===== src/rtl/tdm_pkg.sv =====
// Shared constants for the 1-to-16 TDM demultiplexer.
// Lane count, slot index width and last-slot index.
package tdm_pkg;

  localparam int N_LANES_D = 16;
  localparam int SEL_W_D   = $clog2(N_LANES_D);
  localparam int LAST_SLOT = N_LANES_D - 1;

  function automatic int last_slot(input int n);
    return n - 1;
  endfunction

endpackage


===== src/rtl/tdm_demux_1to16_if.sv =====
// Serial-in / frame-out bundle of the TDM demultiplexer.
// master drives the stream and consumes frames; slave is the demux.
interface tdm_demux_1to16_if
  import tdm_pkg::*;
#(
  parameter int N_LANES = N_LANES_D,
  parameter int SEL_W   = $clog2(N_LANES)
);

  logic               din;
  logic               din_valid;
  logic               sync;
  logic               out_ready;
  logic               ovf_clr;
  logic [N_LANES-1:0] data_out;
  logic               out_valid;
  logic [N_LANES-1:0] lane_q;
  logic [SEL_W-1:0]   slot_q;
  logic               overflow;

  modport master (
    output din, din_valid, sync, out_ready, ovf_clr,
    input  data_out, out_valid, lane_q, slot_q, overflow
  );

  modport slave (
    input  din, din_valid, sync, out_ready, ovf_clr,
    output data_out, out_valid, lane_q, slot_q, overflow
  );

endinterface


===== src/rtl/tdm_slot_counter.sv =====
// Slot pointer for the TDM demux: sync restarts it,
// each valid bit advances it, wrapping after the last slot.
module tdm_slot_counter
  import tdm_pkg::*;
#(
  parameter int N_LANES = N_LANES_D,
  parameter int SEL_W   = $clog2(N_LANES)
) (
  input  logic             clk,
  input  logic             rst_n,
  input  logic             din_valid,
  input  logic             sync,
  output logic [SEL_W-1:0] slot_q,
  output logic             is_last
);

  localparam logic [SEL_W-1:0] LAST =
    SEL_W'(last_slot(N_LANES));

  logic [SEL_W-1:0] slot_d;

  // Sync with data puts this bit in slot 0, so the next one goes to 1.
  always_comb begin
    slot_d = slot_q;
    if (sync) begin
      slot_d = din_valid ? SEL_W'(1) : '0;
    end else if (din_valid) begin
      slot_d = slot_q + SEL_W'(1);
    end
  end

  // Slot pointer register; power-of-two lane count wraps naturally.
  always_ff @(posedge clk or negedge rst_n) begin
    if (!rst_n) slot_q <= '0;
    else        slot_q <= slot_d;
  end

  assign is_last = (slot_q == LAST);

endmodule


===== src/rtl/tdm_demux_1to16.sv =====
// Sequential 1-to-16 demultiplexer: assembles serial bits into
// frames, offers them on valid/ready, and mirrors din per lane.
module tdm_demux_1to16
  import tdm_pkg::*;
#(
  parameter int N_LANES = N_LANES_D,
  parameter int SEL_W   = $clog2(N_LANES)
) (
  input logic              clk,
  input logic              rst_n,
  tdm_demux_1to16_if.slave bus
);

  logic [SEL_W-1:0]   slot_q;
  logic               is_last;
  logic [N_LANES-1:0] asm_q;
  logic [N_LANES-1:0] asm_d;
  logic [N_LANES-1:0] frame;
  logic [N_LANES-1:0] lane_d;
  logic [SEL_W-1:0]   lane_idx;
  logic [N_LANES-1:0] data_q;
  logic               valid_q;
  logic               ovf_q;
  logic [N_LANES-1:0] lane_q;
  logic               complete;
  logic               load;
  logic               xfer;

  tdm_slot_counter #(
    .N_LANES (N_LANES),
    .SEL_W   (SEL_W)
  ) u_slot (
    .clk       (clk),
    .rst_n     (rst_n),
    .din_valid (bus.din_valid),
    .sync      (bus.sync),
    .slot_q    (slot_q),
    .is_last   (is_last)
  );

  assign complete = bus.din_valid && !bus.sync && is_last;
  assign xfer     = valid_q && bus.out_ready;
  assign load     = complete && (!valid_q || bus.out_ready);

  // Next assembly state and the frame including this cycle's bit.
  always_comb begin
    frame         = asm_q;
    frame[slot_q] = bus.din;
    asm_d         = asm_q;
    if (bus.sync) begin
      asm_d = '0;
      if (bus.din_valid) asm_d[0] = bus.din;
    end else if (bus.din_valid) begin
      asm_d = frame;
    end
  end

  // One-hot view of the incoming bit at the slot it targets.
  always_comb begin
    lane_d   = '0;
    lane_idx = bus.sync ? '0 : slot_q;
    if (bus.din_valid) lane_d[lane_idx] = bus.din;
  end

  // Assembly register and per-lane view.
  always_ff @(posedge clk or negedge rst_n) begin
    if (!rst_n) begin
      asm_q  <= '0;
      lane_q <= '0;
    end else begin
      asm_q  <= asm_d;
      lane_q <= lane_d;
    end
  end

  // Output buffer: a completion reloads it when free or draining.
  always_ff @(posedge clk or negedge rst_n) begin
    if (!rst_n) begin
      data_q  <= '0;
      valid_q <= 1'b0;
    end else if (load) begin
      data_q  <= frame;
      valid_q <= 1'b1;
    end else if (xfer) begin
      valid_q <= 1'b0;
    end
  end

  // Sticky drop flag; a new drop beats a simultaneous clear.
  always_ff @(posedge clk or negedge rst_n) begin
    if (!rst_n)                  ovf_q <= 1'b0;
    else if (complete && !load)  ovf_q <= 1'b1;
    else if (bus.ovf_clr)        ovf_q <= 1'b0;
  end

  assign bus.data_out  = data_q;
  assign bus.out_valid = valid_q;
  assign bus.lane_q    = lane_q;
  assign bus.slot_q    = slot_q;
  assign bus.overflow  = ovf_q;

endmodule


===== src/flat_wrapper.sv =====
// flat-port wrapper written by rule: the top's interface ports become plain ports
module tdm_demux_1to16_flat import tdm_pkg::*;
#(
  parameter int N_LANES = N_LANES_D,
  parameter int SEL_W   = $clog2(N_LANES)
)
  (clk, rst_n, bus_din, bus_din_valid, bus_sync, bus_out_ready, bus_ovf_clr, bus_data_out, bus_out_valid, bus_lane_q, bus_slot_q, bus_overflow);
  tdm_demux_1to16_if #(.N_LANES(N_LANES), .SEL_W(SEL_W)) bus_i ();
  input logic clk;
  input logic rst_n;
  input wire logic [$bits(bus_i.din)-1:0] bus_din;
  input wire logic [$bits(bus_i.din_valid)-1:0] bus_din_valid;
  input wire logic [$bits(bus_i.sync)-1:0] bus_sync;
  input wire logic [$bits(bus_i.out_ready)-1:0] bus_out_ready;
  input wire logic [$bits(bus_i.ovf_clr)-1:0] bus_ovf_clr;
  output wire logic [$bits(bus_i.data_out)-1:0] bus_data_out;
  output wire logic [$bits(bus_i.out_valid)-1:0] bus_out_valid;
  output wire logic [$bits(bus_i.lane_q)-1:0] bus_lane_q;
  output wire logic [$bits(bus_i.slot_q)-1:0] bus_slot_q;
  output wire logic [$bits(bus_i.overflow)-1:0] bus_overflow;
  assign bus_i.din = bus_din;
  assign bus_i.din_valid = bus_din_valid;
  assign bus_i.sync = bus_sync;
  assign bus_i.out_ready = bus_out_ready;
  assign bus_i.ovf_clr = bus_ovf_clr;
  assign bus_data_out = bus_i.data_out;
  assign bus_out_valid = bus_i.out_valid;
  assign bus_lane_q = bus_i.lane_q;
  assign bus_slot_q = bus_i.slot_q;
  assign bus_overflow = bus_i.overflow;
  tdm_demux_1to16 #(.N_LANES(N_LANES), .SEL_W(SEL_W)) u_core (.clk(clk), .rst_n(rst_n), .bus(bus_i));
endmodule

===== config.mk =====
export PLATFORM = sky130hd
export DESIGN_NAME = tdm_demux_1to16_flat
export DESIGN_NICKNAME = d
export VERILOG_FILES = /design/src/rtl/tdm_pkg.sv /design/src/rtl/tdm_demux_1to16_if.sv /design/src/rtl/tdm_slot_counter.sv /design/src/rtl/tdm_demux_1to16.sv /design/src/flat_wrapper.sv
export SDC_FILE = /design/constraint.sdc
export NUM_CORES = 1
export LEC_CHECK = 0
export ABC_AREA = 1
export CAP_MARGIN = 20
export CORE_ASPECT_RATIO = 0.9
export CORE_MARGIN = 2
export CORE_UTILIZATION = 30
export DETAILED_ROUTE_END_ITERATION = 16
export MAX_ROUTING_LAYER = met4
export PLACE_DENSITY = 0.49
export SLEW_MARGIN = 30
export SYNTH_ARGS = -nofsm -noshare
export SYNTH_HDL_FRONTEND = slang
export SYNTH_SLANG_ARGS = --single-unit

===== constraint.sdc =====
create_clock -name clk -period 1.6 [get_ports clk]
set_clock_uncertainty 0.1 [all_clocks]
set_input_delay 0.48 -clock clk [delete_from_list [all_inputs] [get_ports clk]]
set_output_delay 0.48 -clock clk [all_outputs]
set_load 0.01 [all_outputs]

==> metrics.txt, run 1 <==
Post-Synthesis Cells 294; H-Tree Depth 2; CTS Sinks 54; Synth area leader dfrtp_1; top-area cell type share of the netlist area 54.7%; Filler cells 833; Clock transition at path regs 110 ps; crit end category output port; WL/cell 13.2 um; CP Cell Sequence dlygate4sd2_1; Routed WL 6.21 mm; IO Port Bufs 44; P_leak 1.87 nW; CTS tree done; Mapped Area 2470 um2; Logic pwr share 11.6%; Max-cap violations 0; synthesized flop and latch total 54; largest cells by area after synthesis dfrtp_1 55%, nand2_1 21%, nand3_1 4.5%; status completed; dpl cell area 3210 um2; Slew Limit Fails 0; fin nets 383; most frequent cells in the layout 136 x nand2_1, 54 x dfrtp_1, 32 x buf_4; RR Endpoint u_core.bus.data_out[0]; Worst Reg2Reg Path Length in Cells 9; DRC Markers 0; Max-slew headroom 77.0%; slowest CP cell dfrtp_1; post-detail-place hpwl 4.30 mm; Routability Congestion 0.761; switching pwr 0.649 mW; Core Region 8030 um2; share of cells above drive strength 1 16.1%; RSZ-0062 raised after global routing yes; Area Overhead vs Synth 35.7%; die width 99.7 um; worst min-delay path class in -> async; detailed-route via count 2141; clock network power share 32.9%; Routed Antenna Nets 0; CP Launch Type flop; number of global-route vias before repair 2260; sw frac 26.0%; largest net degree at the start of global routing 55; clk buf depth 2; register area share after synthesis 54.7%; RR Startpoint u_core.u_slot.slot_q[1]; WP buf/inv 1; critical path type reg -> out; Post-CTS Hold Fix Bufs 0; commonest non-fill, non-tap cell in the layout nand2_1; Required @ worst endpoint 1020 ps; antenna cell count 0; Final Setup Violations 0; Power Dens Cells 746 nW/um2; Slew @ Worst Pin 345 ps; Stages on worst setup path 1; R2R Setup Slk 60 ps; crit-path max cell delay 390 ps; vias per cell 4.55; Syn Nets 306; chip height 90.1 um; Hold Vio Cnt, Final 0; Starting Density 30.8%; Tmin final 1570 ps; crit share post-route 97.9%; Non-Filler Instances 471; post-synth cell types 23; Placed Cells 454; Int Pwr 1.85 mW; initial DRC count 96; sequential power share 55.4%; root buf cell clkbuf_8; Remaining Overflow, GRT 0; DIE AREA 8980 um2; warnings from Yosys 0; Clk Latency, worst-skew pair 310 ps; first-pass GRT wire length 10.9 mm; f_max 639 MHz; initial antenna violation count 0; row cnt 31; Avg Inst Size Synth 8.41 um2; total track usage 15.6%; CP top delay family flip-flops; top-level I/O count 45; critical path startpoint u_core.bus.data_out[2]; Initial DRT Pass Iterations 4; Worst setup endpoint bus_data_out[2]; worst-path fanout max 2; critical path data arrival time 990 ps; VDD IR max 0.348 mV; PnR Total Power 2.50 mW; Design Area, Final 3360 um2; total CTS buffers 5
## area by class of cell
cell class / count / area, um2 / share of cell area (%)
Inverter: 16 / 68.8 / 2.05
Multi-Input combinational cell: 215 / 1010 / 30.1
Clock inverter: 2 / 16.3 / 0.485
Tap cell: 99 / 124 / 3.69
Timing Repair Buffer: 79 / 702 / 20.9
Sequential cell: 54 / 1350 / 40.3
Clock buffer: 6 / 82.6 / 2.46
## what timing repair did
item | in CTS | in global routing
endpoints found under the setup margin | 39 | 44
resized for setup | 42 | 14
gates cloned | 0 | 1
buffers inserted | 2 | 6
## state kept, by name, indices dropped and copies added, names as in the netlist
signal and count:
u_core.asm_q 16, u_core.bus.data_out 16, u_core.bus.lane_q 16, u_core.u_slot.slot_q 4
u_core.bus.out_valid 1, u_core.bus.overflow 1
## metrics by stage
step / hold slack, ps / setup TNS (ps) / utilization [%] / setup WS [ps]
2_1_floorplan: 84.4 / 0 / - / 17.6
3_3_place_gp: 361 / -9320 / 40.0 / -254
3_5_place_dp: 366 / -9920 / 40.0 / -285
4_1_cts: 55.1 / 0 / 40.9 / 6.70
5_1_grt: 73.1 / -486 / 41.8 / -63.5
6_report: 47.4 / 0 / 41.8 / 34.0
## power by group through the flow
stage / Sequential (mW) / Clock (mW) / Combinational [mW]
after global placement: 1.42 / 0 / 0.286
after CTS: 1.39 / 0.870 / 0.295
after global routing: 1.39 / 0.912 / 0.328
after detailed placement: 1.42 / 0 / 0.285
after floorplan: 1.42 / 0 / 0.113
final: 1.39 / 0.824 / 0.292
## routing by layer
| metal | routed length [um] | track usage (%) | up-vias |
|---|---|---|---|
| met5 | 0 | - | - |
| met4 | 56 | 4.11 | 0 |
| met3 | 173 | 2.41 | 5 |
| met2 | 2910 | 24.4 | 36 |
| met1 | 3070 | 21.2 | 1017 |
| li1 | - | - | 1083 |
## synthesized netlist by cell type, drive strengths merged
library cell  instances
clkbuf                1
nor2                 19
nand4                10
o21ai                 8
a21oi                 2
o22ai                 1
nand3                23
buf                   9
nand2               139
clkinv                2
dfrtp                54
ha                    5
nor3                  7
inv                  14
## logic make-up after synthesis
group,after synthesis,synth area share (%)
flops,54,54.7
buf+inv,26,5.21
compound gates,11,2.28
simple gates,198,35.3
fa+ha+maj,5,2.53
## worst min-delay path by stage
stage,start,end,depth (start not counted),slack (ps)
after detailed placement,u_core.asm_q[7],u_core.asm_q[7],2,370
after global routing,rst_n,u_core.bus.overflow,2,70
after global placement,u_core.asm_q[15],u_core.asm_q[15],2,360
after floorplan,rst_n,u_core.asm_q[0],0,80
after CTS,rst_n,u_core.asm_q[2],2,60
final,rst_n,u_core.asm_q[2],2,50
Note: power is estimated with default switching activity, not from simulation.
==> run 2: changes to the inputs <==
--- a/config.mk
+++ b/config.mk
@@ -9,10 +9,10 @@
 export CAP_MARGIN = 20
 export CORE_ASPECT_RATIO = 0.9
 export CORE_MARGIN = 2
-export CORE_UTILIZATION = 30
+export CORE_UTILIZATION = 45
 export DETAILED_ROUTE_END_ITERATION = 16
 export MAX_ROUTING_LAYER = met4
-export PLACE_DENSITY = 0.49
+export PLACE_DENSITY = 0.68
 export SLEW_MARGIN = 30
 export SYNTH_ARGS = -nofsm -noshare
 export SYNTH_HDL_FRONTEND = slang
==> metrics.txt, run 2 (synthesized netlist as in run 1, its figures left out) <==
H-Tree Depth 2 (unchanged); vias per cell 4.87 (+7.2%); IO Port Bufs 44 (unchanged); CTS Sinks 54 (unchanged); row cnt 25 (-19%); share of cells above drive strength 1 15.9% (-0.19 points); top-level I/O count 45 (unchanged); critical path data arrival time 980 ps (about the same); dpl cell area 3130 um2 (-2.3%); Routed Antenna Nets 0 (unchanged); minimum hold slack 45.3 ps (-2.13 ps); number of global-route vias before repair 2040 (-9.7%); CP top delay family flip-flops; crit-path max cell delay 390 ps (about the same); crit end category output port; crit share post-route 97.7% (-0.15 points); total CTS buffers 5 (unchanged); Design Area, Final 3250 um2 (-3.1%); Core Region 5290 um2 (-34%); Routability Congestion 0.859 (+13%); slowest CP cell dfrtp_1; Post-CTS Hold Fix Bufs 0 (unchanged); root buf cell clkbuf_8; Remaining Overflow, GRT 0 (unchanged); R2R Setup Slk 100 ps (+40 ps); CP Launch Type flop; clk buf depth 2 (unchanged); Max-slew headroom 79.8% (+2.8 points); Clock transition at path regs 100 ps (about the same); total track usage 20.7% (+5.1 points); largest net degree at the start of global routing 55 (unchanged); status completed; detailed-route via count 2101 (-1.9%); most frequent cells in the layout 136 x nand2_1, 52 x dfrtp_1, 30 x dlygate4sd2_1; initial DRC count 130 (+35%); WP buf/inv 1 (unchanged); worst min-delay path class in -> async; multi-input combinational cell area 1020 um2 (+0.74%); RR Endpoint u_core.bus.data_out[10]; Area Overhead vs Synth 31.5%; VDD IR max 0.470 mV (+35%); chip height 74.3 um (-18%); critical path type reg -> out; Slew @ Worst Pin 302 ps (-42.5 ps); Worst Reg2Reg Path Length in Cells 7 (-2); antenna cell count 0 (unchanged); register area 1350 um2 (+0.19%); initial antenna violation count 0 (unchanged); commonest non-fill, non-tap cell in the layout nand2_1; Slew Limit Fails 0 (unchanged); RR Startpoint u_core.u_slot.slot_q[1]; Initial DRT Pass Iterations 4 (unchanged); Tmin final 1560 ps (-2.40 ps); Hold Vio Cnt, Final 0 (unchanged); Final Setup Violations 0 (unchanged); Non-Filler Instances 431 (-8.5%); DIE AREA 6100 um2 (-32%); post-layout util 61.5% (+20 points); post-detail-place hpwl 3.71 mm (-14%); first-pass GRT wire length 9.24 mm (-16%); P_leak 1.83 nW (-2.4%); Clk Latency, worst-skew pair 320 ps (about the same); Routed WL 5.56 mm (-10%); Max-cap violations 0 (unchanged); worst-path fanout max 2 (unchanged); die width 82.1 um (-18%); TNS Setup 0 ps (unchanged); CTS tree done; fin nets 375 (-2.1%); Placed Cells 419 (-7.7%); Starting Density 46.8% (+16 points); WL/cell 12.9 um (-2.2%); Filler cells 486 (-42%); CP Cell Sequence dlygate4sd2_1; Power Dens Cells 758 nW/um2 (+1.7%); Required @ worst endpoint 1020 ps (about the same); f_max 640 MHz (+0.15%); DRC Markers 0 (unchanged)
==> run 2: cell type report <==
| cell class | count | share of cell area [%] |
|---|---|---|
| clock buffers | 6 | 2.54 |
| clock inverters | 2 | 0.385 |
| inverters | 16 | 2.23 |
| multi-input cells | 215 | 31.3 |
| flip-flops and latches | 54 | 41.6 |
| well taps | 67 | 2.58 |
| repair buffers | 71 | 19.3 |
==> run 2: worst max path at each step <==
stage                              end  depth (start not counted)  slack (ps)               startpoint
2_1_floorplan  u_core.bus.data_out[12]                          7          20  u_core.u_slot.slot_q[1]
3_3_place_gp          u_core.asm_q[10]                          6        -280            bus_din_valid
3_5_place_dp          u_core.asm_q[10]                          6        -310            bus_din_valid
4_1_cts                  bus_slot_q[1]                          1         0.2  u_core.u_slot.slot_q[1]
6_report              bus_data_out[14]                          1          40  u_core.bus.data_out[14]
5_1_grt                u_core.asm_q[6]                          7          -7            bus_din_valid
==> run 2: power breakdown <==
group	internal [mW]	switching [mW]	total, mW
Combinational	0.107	0.167	0.275
Sequential	1.38	0.0129	1.39
Clock	0.349	0.449	0.798
==> run 2: metrics by stage <==
step	worst slack, ps	total power [mW]
finish	36.4	2.47
global placement	-278	1.68
CTS	0.155	2.49
floorplan	17.6	1.54
global route	-6.71	2.58
detailed placement	-309	1.69
==> run 2: routing by layer <==
metal  track usage [%]  up-vias  part of all wire (%)  routed length [um]
li1                  -     1065                     -                   -
met1              27.2      993                    46                2550
met2              32.2       36                    49                2710
met3              3.40        7                   3.9                 218
met4              8.33        0                   1.4                  79
met5                 -        -                     0                   0
==> run 2: what timing repair did <==
item | CTS | global route
buffers inserted | 1 | 2
cloned | 0 | 1
gates resized for setup | 43 | 17
endpoints found under the setup margin | 45 | 49
pin swaps | 0 | 2
==> run 3: changes to the inputs <==
--- a/config.mk
+++ b/config.mk
@@ -7,12 +7,14 @@
 export LEC_CHECK = 0
 export ABC_AREA = 1
 export CAP_MARGIN = 20
+export CELL_PAD_IN_SITES_DETAIL_PLACEMENT = 0
+export CELL_PAD_IN_SITES_GLOBAL_PLACEMENT = 1
 export CORE_ASPECT_RATIO = 0.9
 export CORE_MARGIN = 2
-export CORE_UTILIZATION = 45
+export CORE_UTILIZATION = 38
 export DETAILED_ROUTE_END_ITERATION = 16
 export MAX_ROUTING_LAYER = met4
-export PLACE_DENSITY = 0.68
+export PLACE_DENSITY = 0.76
 export SLEW_MARGIN = 30
 export SYNTH_ARGS = -nofsm -noshare
 export SYNTH_HDL_FRONTEND = slang
==> metrics.txt, run 3 (synthesized netlist as in run 1, its figures left out) <==
IO Port Bufs 44 (unchanged); most frequent cells in the layout 136 x nand2_1, 54 x dfrtp_1, 31 x buf_4; Required @ worst endpoint 1020 ps (about the same); Power Dens Cells 776 nW/um2 (+2.3%); die width 89.0 um (+8.4%); row cnt 27 (+8.0%); commonest non-fill, non-tap cell in the layout nand2_1; antenna cell count 0 (unchanged); dpl cell area 3190 um2 (+1.8%); crit end category output port; sw frac 24.8% (-0.67 points); Setup WS pre-CTS -278 ps (+31.2 ps); Int Pwr 1.97 mW (+7.2%); clock network power share 35.4% (+3.0 points); TNS Setup 0 ps (unchanged); post-layout util 54.3% (-7.2 points); Remaining Overflow, GRT 0 (unchanged); WP buf/inv 1 (unchanged); total track usage 18.6% (-2.1 points); Area Overhead vs Synth 36.6%; largest net degree at the start of global routing 55 (unchanged); Routed WL 5.99 mm (+7.6%); worst min-delay path class in -> async; CP Cell Sequence dlygate4sd2_1; Max-slew headroom 78.3% (-1.6 points); DIE AREA 7170 um2 (+17%); status completed; Routed Antenna Nets 0 (unchanged); Clk Latency, worst-skew pair 310 ps (about the same); Clock transition at path regs 100 ps (about the same); RR Startpoint u_core.u_slot.slot_q[0]; VDD IR max 0.430 mV (-8.5%); Hold Vio Cnt, Final 0 (unchanged); Routability Congestion 0.792 (-7.8%); post-detail-place hpwl 4.23 mm (+14%); critical path type reg -> out; Design Area, Final 3380 um2 (+3.9%); slowest CP cell dfrtp_1; crit-path max cell delay 390 ps (about the same); Max-cap violations 0 (unchanged); Filler cells 622 (+28%); number of global-route vias before repair 2073 (+1.6%); initial DRC count 141 (+8.5%); chip height 80.5 um (+8.3%); top-level I/O count 45 (unchanged); Core Region 6220 um2 (+18%); R2R Setup Slk 90 ps (about the same); H-Tree Depth 2 (unchanged); root buf cell clkbuf_8; CTS Sinks 54 (unchanged); clk buf depth 2 (unchanged); WL/cell 13.1 um (+1.3%); Final Setup Violations 0 (unchanged); fin nets 382 (+1.9%); RR Endpoint u_core.bus.data_out[4]; vias per cell 4.66 (-4.3%); Final WS setup 38.3 ps (+1.89 ps); detailed-route via count 2136 (+1.7%); critical path data arrival time 980 ps (about the same); Slew @ Worst Pin 326 ps (+23.6 ps); sequential power share 53.0% (-3.5 points); f_max 640 MHz (+0.12%); Starting Density 39.8% (-7.0 points); Logic pwr share 11.6% (+0.5 points); CP top delay family flip-flops; CTS tree done; total CTS buffers 5 (unchanged); CP Launch Type flop; P_leak 1.85 nW (+1.2%); first-pass GRT wire length 9.94 mm (+7.6%); crit share post-route 97.6% (-0.12 points); Tmin final 1560 ps (-1.89 ps); worst-path fanout max 2 (unchanged); DRC Markers 0 (unchanged); switching pwr 0.651 mW (+3.5%); share of cells above drive strength 1 16.4% (+0.51 points); initial antenna violation count 0 (unchanged); Slew Limit Fails 0 (unchanged); Initial DRT Pass Iterations 4 (unchanged); Worst Reg2Reg Path Length in Cells 8 (+1)
[run 3: metrics by stage]
| step | power, mW | hold slack (ps) | cells |
|---|---|---|---|
| 6_report | 2.62 | 49.9 | 458 |
| 5_1_grt | 2.75 | 58.9 | 458 |
| 4_1_cts | 2.64 | 54.0 | 453 |
| 3_5_place_dp | 1.70 | 365 | 443 |
| 3_3_place_gp | 1.70 | 362 | 443 |
| 2_1_floorplan | 1.54 | 84.4 | 294 |
[run 3: what timing repair did]
item / 4_1_cts / 5_1_grt
gates cloned: 0 / 1
gates resized for setup: 39 / 27
setup buffers: 2 / 4
pin swaps: 0 / 6
endpoints found under the setup margin: 38 / 49
hold buffers: 0 / 0
[run 3: how the worst max path moves through the flow]
stage                       startpoint                       to  slack (ps)  depth (start not counted)
2_1_floorplan  u_core.u_slot.slot_q[1]  u_core.bus.data_out[12]          20                          7
3_5_place_dp             bus_din_valid   u_core.bus.data_out[4]        -280                          7
4_1_cts        u_core.bus.data_out[11]         bus_data_out[11]           3                          1
6_report        u_core.bus.data_out[0]          bus_data_out[0]          40                          1
3_3_place_gp             bus_din_valid   u_core.bus.data_out[6]        -250                          7
5_1_grt        u_core.u_slot.slot_q[0]  u_core.bus.data_out[10]         -10                          9
[run 3: metal layers]
metal,vias to the layer above,routed length [um],global-route usage [%]
met1,1009,2940,26.1
met3,4,292,3.39
li1,1084,-,-
met5,-,0,-
met4,0,48,4.78
met2,39,2710,27.8
[run 3: cell type report]
class / count / area (um2) / share of cell area [%]
clock buffer: 5 / 68.8 / 2.04
clock inverter: 3 / 45.0 / 1.33
inverter: 16 / 68.8 / 2.04
multi-input combinational: 215 / 1040 / 30.9
sequential: 54 / 1350 / 40.0
tap: 87 / 109 / 3.22
timing repair buffer: 78 / 693 / 20.5
[run 3: power groups by stage]
stage	Clock, mW	Sequential, mW	Combinational (mW)
finish	0.928	1.39	0.303
global route	1.02	1.39	0.336
CTS	0.957	1.39	0.291
detailed placement	0	1.42	0.284
global placement	0	1.42	0.284
floorplan	0	1.42	0.113
